===== src/rtl/aes_spi_frontend.sv =====
// SPI mode-0 target that lets a host drive the static-key AES core: opcode
// decode, 128-bit block transfer, core load handshake and result/status readback.
module aes_spi_frontend #(
  parameter int SYNC_STAGES = 2,
  parameter int BLOCK_BYTES = 16
) (
  input  logic         clk,
  input  logic         rst_n,
  input  logic         spi_sck,
  input  logic         spi_cs_n,
  input  logic         spi_mosi,
  output logic         spi_miso,
  output logic         aes_load_o,
  output logic         aes_dec_o,
  output logic [127:0] aes_data_o,
  input  logic         aes_busy_i,
  input  logic [127:0] aes_data_i,
  output logic         done_o
);

  localparam int PAYLOAD_BITS = 8 * BLOCK_BYTES;
  localparam int CW = $clog2(PAYLOAD_BITS + 1);

  localparam logic [7:0] OP_ENC    = 8'h01;
  localparam logic [7:0] OP_DEC    = 8'h02;
  localparam logic [7:0] OP_READ   = 8'h03;
  localparam logic [7:0] OP_STATUS = 8'h04;

  typedef enum logic [2:0] {IDLE, CMD, RX, TX, IGNORE} state_t;
  state_t state, next_state;

  logic [SYNC_STAGES-1:0] sck_sync, cs_sync, mosi_sync;
  logic sck_prev, cs_prev;
  logic sck_s, cs_n_s, mosi_s;
  logic sck_rise, sck_fall, cs_fall;

  logic [CW-1:0] bit_cnt;
  logic [7:0]    op_sh, op_next;
  logic          is_dec, is_status;
  logic [127:0]  rx_buf, tx_sh, result;
  logic          miso_reg, req_q, busy_q, done, err;
  logic          cmd_shift, cmd_last, rx_shift, rx_req, tx_step, tx_done, miso_en;
  logic          rd_load, st_load, load_accept, busy_fall;

  // chip select idles high, so its synchroniser resets high to avoid a false cs_fall
  always_ff @(posedge clk or negedge rst_n) begin
    if (!rst_n) begin
      sck_sync  <= '0;
      cs_sync   <= '1;
      mosi_sync <= '0;
      sck_prev  <= 1'b0;
      cs_prev   <= 1'b1;
    end else begin
      sck_sync  <= {sck_sync[SYNC_STAGES-2:0], spi_sck};
      cs_sync   <= {cs_sync[SYNC_STAGES-2:0], spi_cs_n};
      mosi_sync <= {mosi_sync[SYNC_STAGES-2:0], spi_mosi};
      sck_prev  <= sck_s;
      cs_prev   <= cs_n_s;
    end
  end

  assign sck_s    = sck_sync[SYNC_STAGES-1];
  assign cs_n_s   = cs_sync[SYNC_STAGES-1];
  assign mosi_s   = mosi_sync[SYNC_STAGES-1];
  assign sck_rise = sck_s & ~sck_prev;
  assign sck_fall = ~sck_s & sck_prev;
  assign cs_fall  = cs_prev & ~cs_n_s;

  assign op_next  = {op_sh[6:0], mosi_s};
  assign cmd_last = cmd_shift && (bit_cnt == CW'(7));
  assign rx_req   = rx_shift && (bit_cnt == CW'(PAYLOAD_BITS - 1));
  assign tx_done  = bit_cnt == (is_status ? CW'(8) : CW'(PAYLOAD_BITS));
  assign rd_load  = cmd_last && (op_next == OP_READ);
  assign st_load  = cmd_last && (op_next == OP_STATUS);

  always_ff @(posedge clk or negedge rst_n) begin
    if (!rst_n) state <= IDLE;
    else        state <= next_state;
  end

  always_comb begin
    next_state = state;
    if (cs_n_s) begin
      next_state = IDLE;
    end else begin
      case (state)
        IDLE: if (cs_fall) next_state = CMD;
        CMD: begin
          if (cmd_last) begin
            case (op_next)
              OP_ENC, OP_DEC:     next_state = RX;
              OP_READ, OP_STATUS: next_state = TX;
              default:            next_state = IGNORE;
            endcase
          end
        end
        RX:      if (rx_req) next_state = IGNORE;
        TX:      if (tx_step && tx_done) next_state = IGNORE;
        default: ;
      endcase
    end
  end

  always_comb begin
    cmd_shift = 1'b0;
    rx_shift  = 1'b0;
    tx_step   = 1'b0;
    miso_en   = 1'b0;
    case (state)
      CMD: cmd_shift = sck_rise & ~cs_n_s;
      RX:  rx_shift  = sck_rise & ~cs_n_s;
      TX: begin
        tx_step = sck_fall & ~cs_n_s;
        miso_en = 1'b1;
      end
      default: ;
    endcase
  end

  assign spi_miso = miso_en & miso_reg;

  // one counter serves opcode bits, rx payload bits and tx payload bits in turn
  always_ff @(posedge clk or negedge rst_n) begin
    if (!rst_n) begin
      bit_cnt   <= '0;
      op_sh     <= '0;
      is_dec    <= 1'b0;
      is_status <= 1'b0;
      rx_buf    <= '0;
      tx_sh     <= '0;
      miso_reg  <= 1'b0;
      req_q     <= 1'b0;
    end else begin
      req_q <= rx_req;
      if (cs_fall || cmd_last)
        bit_cnt <= '0;
      else if (cmd_shift || rx_shift || (tx_step && !tx_done))
        bit_cnt <= bit_cnt + CW'(1);
      if (cmd_shift) op_sh <= op_next;
      if (cmd_last) begin
        is_dec    <= (op_next == OP_DEC);
        is_status <= (op_next == OP_STATUS);
      end
      if (rx_shift) rx_buf <= {rx_buf[126:0], mosi_s};
      if (rd_load) begin
        tx_sh    <= result;
        miso_reg <= 1'b0;
      end else if (st_load) begin
        tx_sh    <= {5'b0, err, done, aes_busy_i, 120'b0};
        miso_reg <= 1'b0;
      end else if (tx_step && !tx_done) begin
        miso_reg <= tx_sh[127];
        tx_sh    <= {tx_sh[126:0], 1'b0};
      end
    end
  end

  // the request checks live busy, so a completion and a new load can share a cycle
  assign busy_fall   = busy_q & ~aes_busy_i;
  assign load_accept = req_q & ~aes_busy_i;

  always_ff @(posedge clk or negedge rst_n) begin
    if (!rst_n) begin
      busy_q     <= 1'b0;
      aes_load_o <= 1'b0;
      aes_dec_o  <= 1'b0;
      aes_data_o <= '0;
      result     <= '0;
      done       <= 1'b0;
      err        <= 1'b0;
    end else begin
      busy_q     <= aes_busy_i;
      aes_load_o <= load_accept;
      if (load_accept) begin
        aes_data_o <= rx_buf;
        aes_dec_o  <= is_dec;
      end
      if (busy_fall) result <= aes_data_i;
      if (load_accept)    done <= 1'b0;
      else if (busy_fall) done <= 1'b1;
      if (req_q && aes_busy_i) err <= 1'b1;
      else if (st_load)        err <= 1'b0;
    end
  end

  assign done_o = done;

endmodule


===== config.mk =====
export PLATFORM = sky130hd
export DESIGN_NAME = aes_spi_frontend
export DESIGN_NICKNAME = d
export VERILOG_FILES = /design/src/rtl/aes_spi_frontend.sv
export SDC_FILE = /design/constraint.sdc
export NUM_CORES = 1
export LEC_CHECK = 0
export CAP_MARGIN = 10
export CORE_UTILIZATION = 40
export CTS_CLUSTER_DIAMETER = 40
export DETAILED_ROUTE_END_ITERATION = 12
export GPL_ROUTABILITY_DRIVEN = 0
export HOLD_SLACK_MARGIN = 0.08
export SLEW_MARGIN = 20
export SYNTH_ARGS = -nofsm -noshare
export SYNTH_HDL_FRONTEND = slang
export SYNTH_SLANG_ARGS = --single-unit

===== constraint.sdc =====
create_clock -name clk -period 2.2 [get_ports clk]
set_input_delay 0.44 -clock clk [delete_from_list [all_inputs] [get_ports clk]]
set_output_delay 0.44 -clock clk [all_outputs]
set_load 0.03 [all_outputs]

==> impl_metrics.toml <==
[sta]
worstMarginPinSlew_ps = 477
fin_skew_ps = 24.7
final.period_utilization_pct = 97.8
finalHoldViolCount = 0
drv_slew = 0
timing.final.crit_period_ps = 2150
setup_viol = 0
fmax_mhz = 465
fin_ws_ps = 49.3
timing.slew.headroom_pct = 68.2

[routing]
totalWireLength_mm = 48.6
wl_per_cell_um = 16.8
ant_nets = 0
drt_iter0_drc = 631
drtPass1Iterations = 5
viasPerCell = 4.92
drc = 0
vias = 14251

[setup_path]
critical_path_class = "reg -> out"
ff2ff_setup_slack_ps = 110
path_delay_family = "buffers and inverters"
critical_path_required_ps = 1760
cp_cell_sequence = "clkdlybuf4s50_1"
slowest_stage = "clkdlybuf4s50_1"
start_kind = "flop"
crit_buf_inv = 1
critPathMaxStageDelay_ps = 690
arrival_ps = 1710
r2r_start = "bit_cnt[1]"
cp_max_fo = 2
r2r-end = "tx_sh[50]"
critPathCaptureType = "output port"
worstRegToRegCells = 6

[finish]
fin_util_pct = 54.4
layout_common_cells = "dfrtp_1, nand2_1, mux2_2"
final_cell_area_mm2 = 0.0289
nFillCells = 4491
multi_input_area_mm2 = 0.00756
fin_nets = 2272
layout-drive-gt1-share_pct = 23.6
layout_commonest_cell = "dfrtp_1"
seqCellArea_mm2 = 0.0137
n_antenna_cell = 0
final_cells = 2894
area_growth_pct = 33.2

[clock_tree]
root_buffer = "clkbuf_16"
clock-sinks = 547
cts_tree = "yes"
clkSlewWorstSetupHoldPaths_ps = 50
clk_latency_ps = 620
htree_levels = 3
clk_path_buf_depth = 3
cts_made_buffers = 86

[floorplan]
fp.dieW_um = 235
dieArea_mm2 = 0.0551
coreArea_mm2 = 0.0531
core.rowCount = 84
io_pins = 266
die_h_um = 235
start_util_pct = 40.9

[placement]
io_buffers = 265
dp_hpwl_mm = 31.8
placed_area_mm2 = 0.0257
dp_cells = 2724
pre_cts_slack_ps = 70.3

[hold_path]
hold_class = "in -> reg"
worstHoldEndpoint = "cs_sync[0]"
min-delay-start = "spi_cs_n"
holdPathStages = 1

[outcome]
status = "completed"

[power]
ir_drop_mv = 0.662
powerDensity_mw_per_mm2 = 904
p_leak_nw = 13.6

[global_route]
grt_pass1_wl_mm = 81.6
grt.total_usage_pct = 18.2
grt_overflow_total = 0
grtUsageMet3_pct = 5.24
antenna_found_initial = 2
grt_util_met1_pct = 24.9
busiest_layer = "met2"
grt_max_degree = 82
use_met2_pct = 28.0
grt_pass1_vias = 15314

[synthesis]
yosys.area.top_type = "dfrtp_1"
async_flop_share_pct = 100
avgSynthCellArea_um2 = 12.0
synth_area_leaders = "dfrtp_1, mux2_2, nand2_1, mux2i_1, o21ai_0"
synth-seq-cells = 547
synthesis.area_mm2 = 0.0217
synth_warnings = 0
synth_top_area_share_pct = 62.8
ys_seq_area_share_pct = 63.1
ys_types = 51
syn_inst = 1800
synth_nets = 1936
synth-edff-count = 0
ys.flop_type = "dfrtp_1"

[run]
drv_cap = 0
[Yosys cell counts, types with 3 or more instances]
library cell / number
nor2b_1: 3
o21ai_1: 59
or4_1: 3
clkbuf_1: 66
nand4_1: 5
buf_2: 21
inv_1: 12
or3_1: 3
a21oi_1: 12
o22ai_1: 3
dfstp_2: 3
nand2_1: 524
mux2i_1: 128
o31ai_1: 3
nor3b_1: 4
dfrtp_1: 544
nand3_1: 7
mux2_2: 263
a31oi_1: 3
nand2b_1: 4
nor2_1: 11
nor3_1: 4
o21ai_0: 73
buf_1: 4
buf_4: 6
[power by group]
group / leakage (nW) / switching, W / internal, W
registers: 7.32 / 0.000282 / 0.0105
logic: 4.85 / 0.000719 / 0.000880
clock network: 1.43 / 0.00506 / 0.00866
total: 13.6 / 0.00606 / 0.0200
[worst max-delay path by stage]
stage / from / end / cells after the start
2_1_floorplan: cs_sync[1] / rx_buf[57] / 6
3_3_place_gp: bit_cnt[1] / state[1] / 6
3_5_place_dp: bit_cnt[1] / tx_sh[4] / 6
4_1_cts: state[2] / spi_miso / 4
5_1_grt: bit_cnt[1] / tx_sh[35] / 6
6_report: aes_data_o[95] / aes_data_o[95] / 1
[layer usage]
layer  wire length (um)  share of wire [%]
met3               2670                5.5
met4               1120                2.3
met1              22700                 47
met5                 23              0.047
met2              22100                 46
[area by class of cell]
cell class / count / share of cell area (%)
Timing Repair Buffer: 350 / 13.0
Clock buffer: 100 / 7.94
Clock inverter: 58 / 2.37
Sequential cell: 547 / 47.4
Inverter: 12 / 0.165
Multi-Input combinational cell: 1139 / 26.2
Tap cell: 688 / 2.98
[repair_timing]
item	in CTS	in global routing
hold buffers	1	0
setup buffers	0	11
setup endpoints to repair	6	64
pin swaps	0	1
hold endpoints to repair	52	0
resized for setup	7	19
[stage by stage]
step	hold WS, ps	total power, W	setup TNS, ps
6_report	267	0.0261	0
5_1_grt	245	0.0271	-5.55
4_1_cts	216	0.0265	-8.17
3_5_place_dp	346	0.0126	0
3_3_place_gp	341	0.0125	0
2_1_floorplan	144	0.0117	0
[cells by family (layout without fill, tap and decap cells)]
logic type               Yosys count  count (layout)  share of synthesized area (%)
AO/OA/AOI/OAI                    163             163                           4.04
XOR/XNOR                           1               1                         0.0404
adder cells (fa/ha/maj)            2               2                          0.115
buffers and inverters            114             520                           2.30
flip-flops                       547             547                           63.1
multiplexers                     391             391                           19.6
AND/OR/NAND/NOR                  582             582                           10.8
No activity file was read; power rests on OpenSTA's default activity.
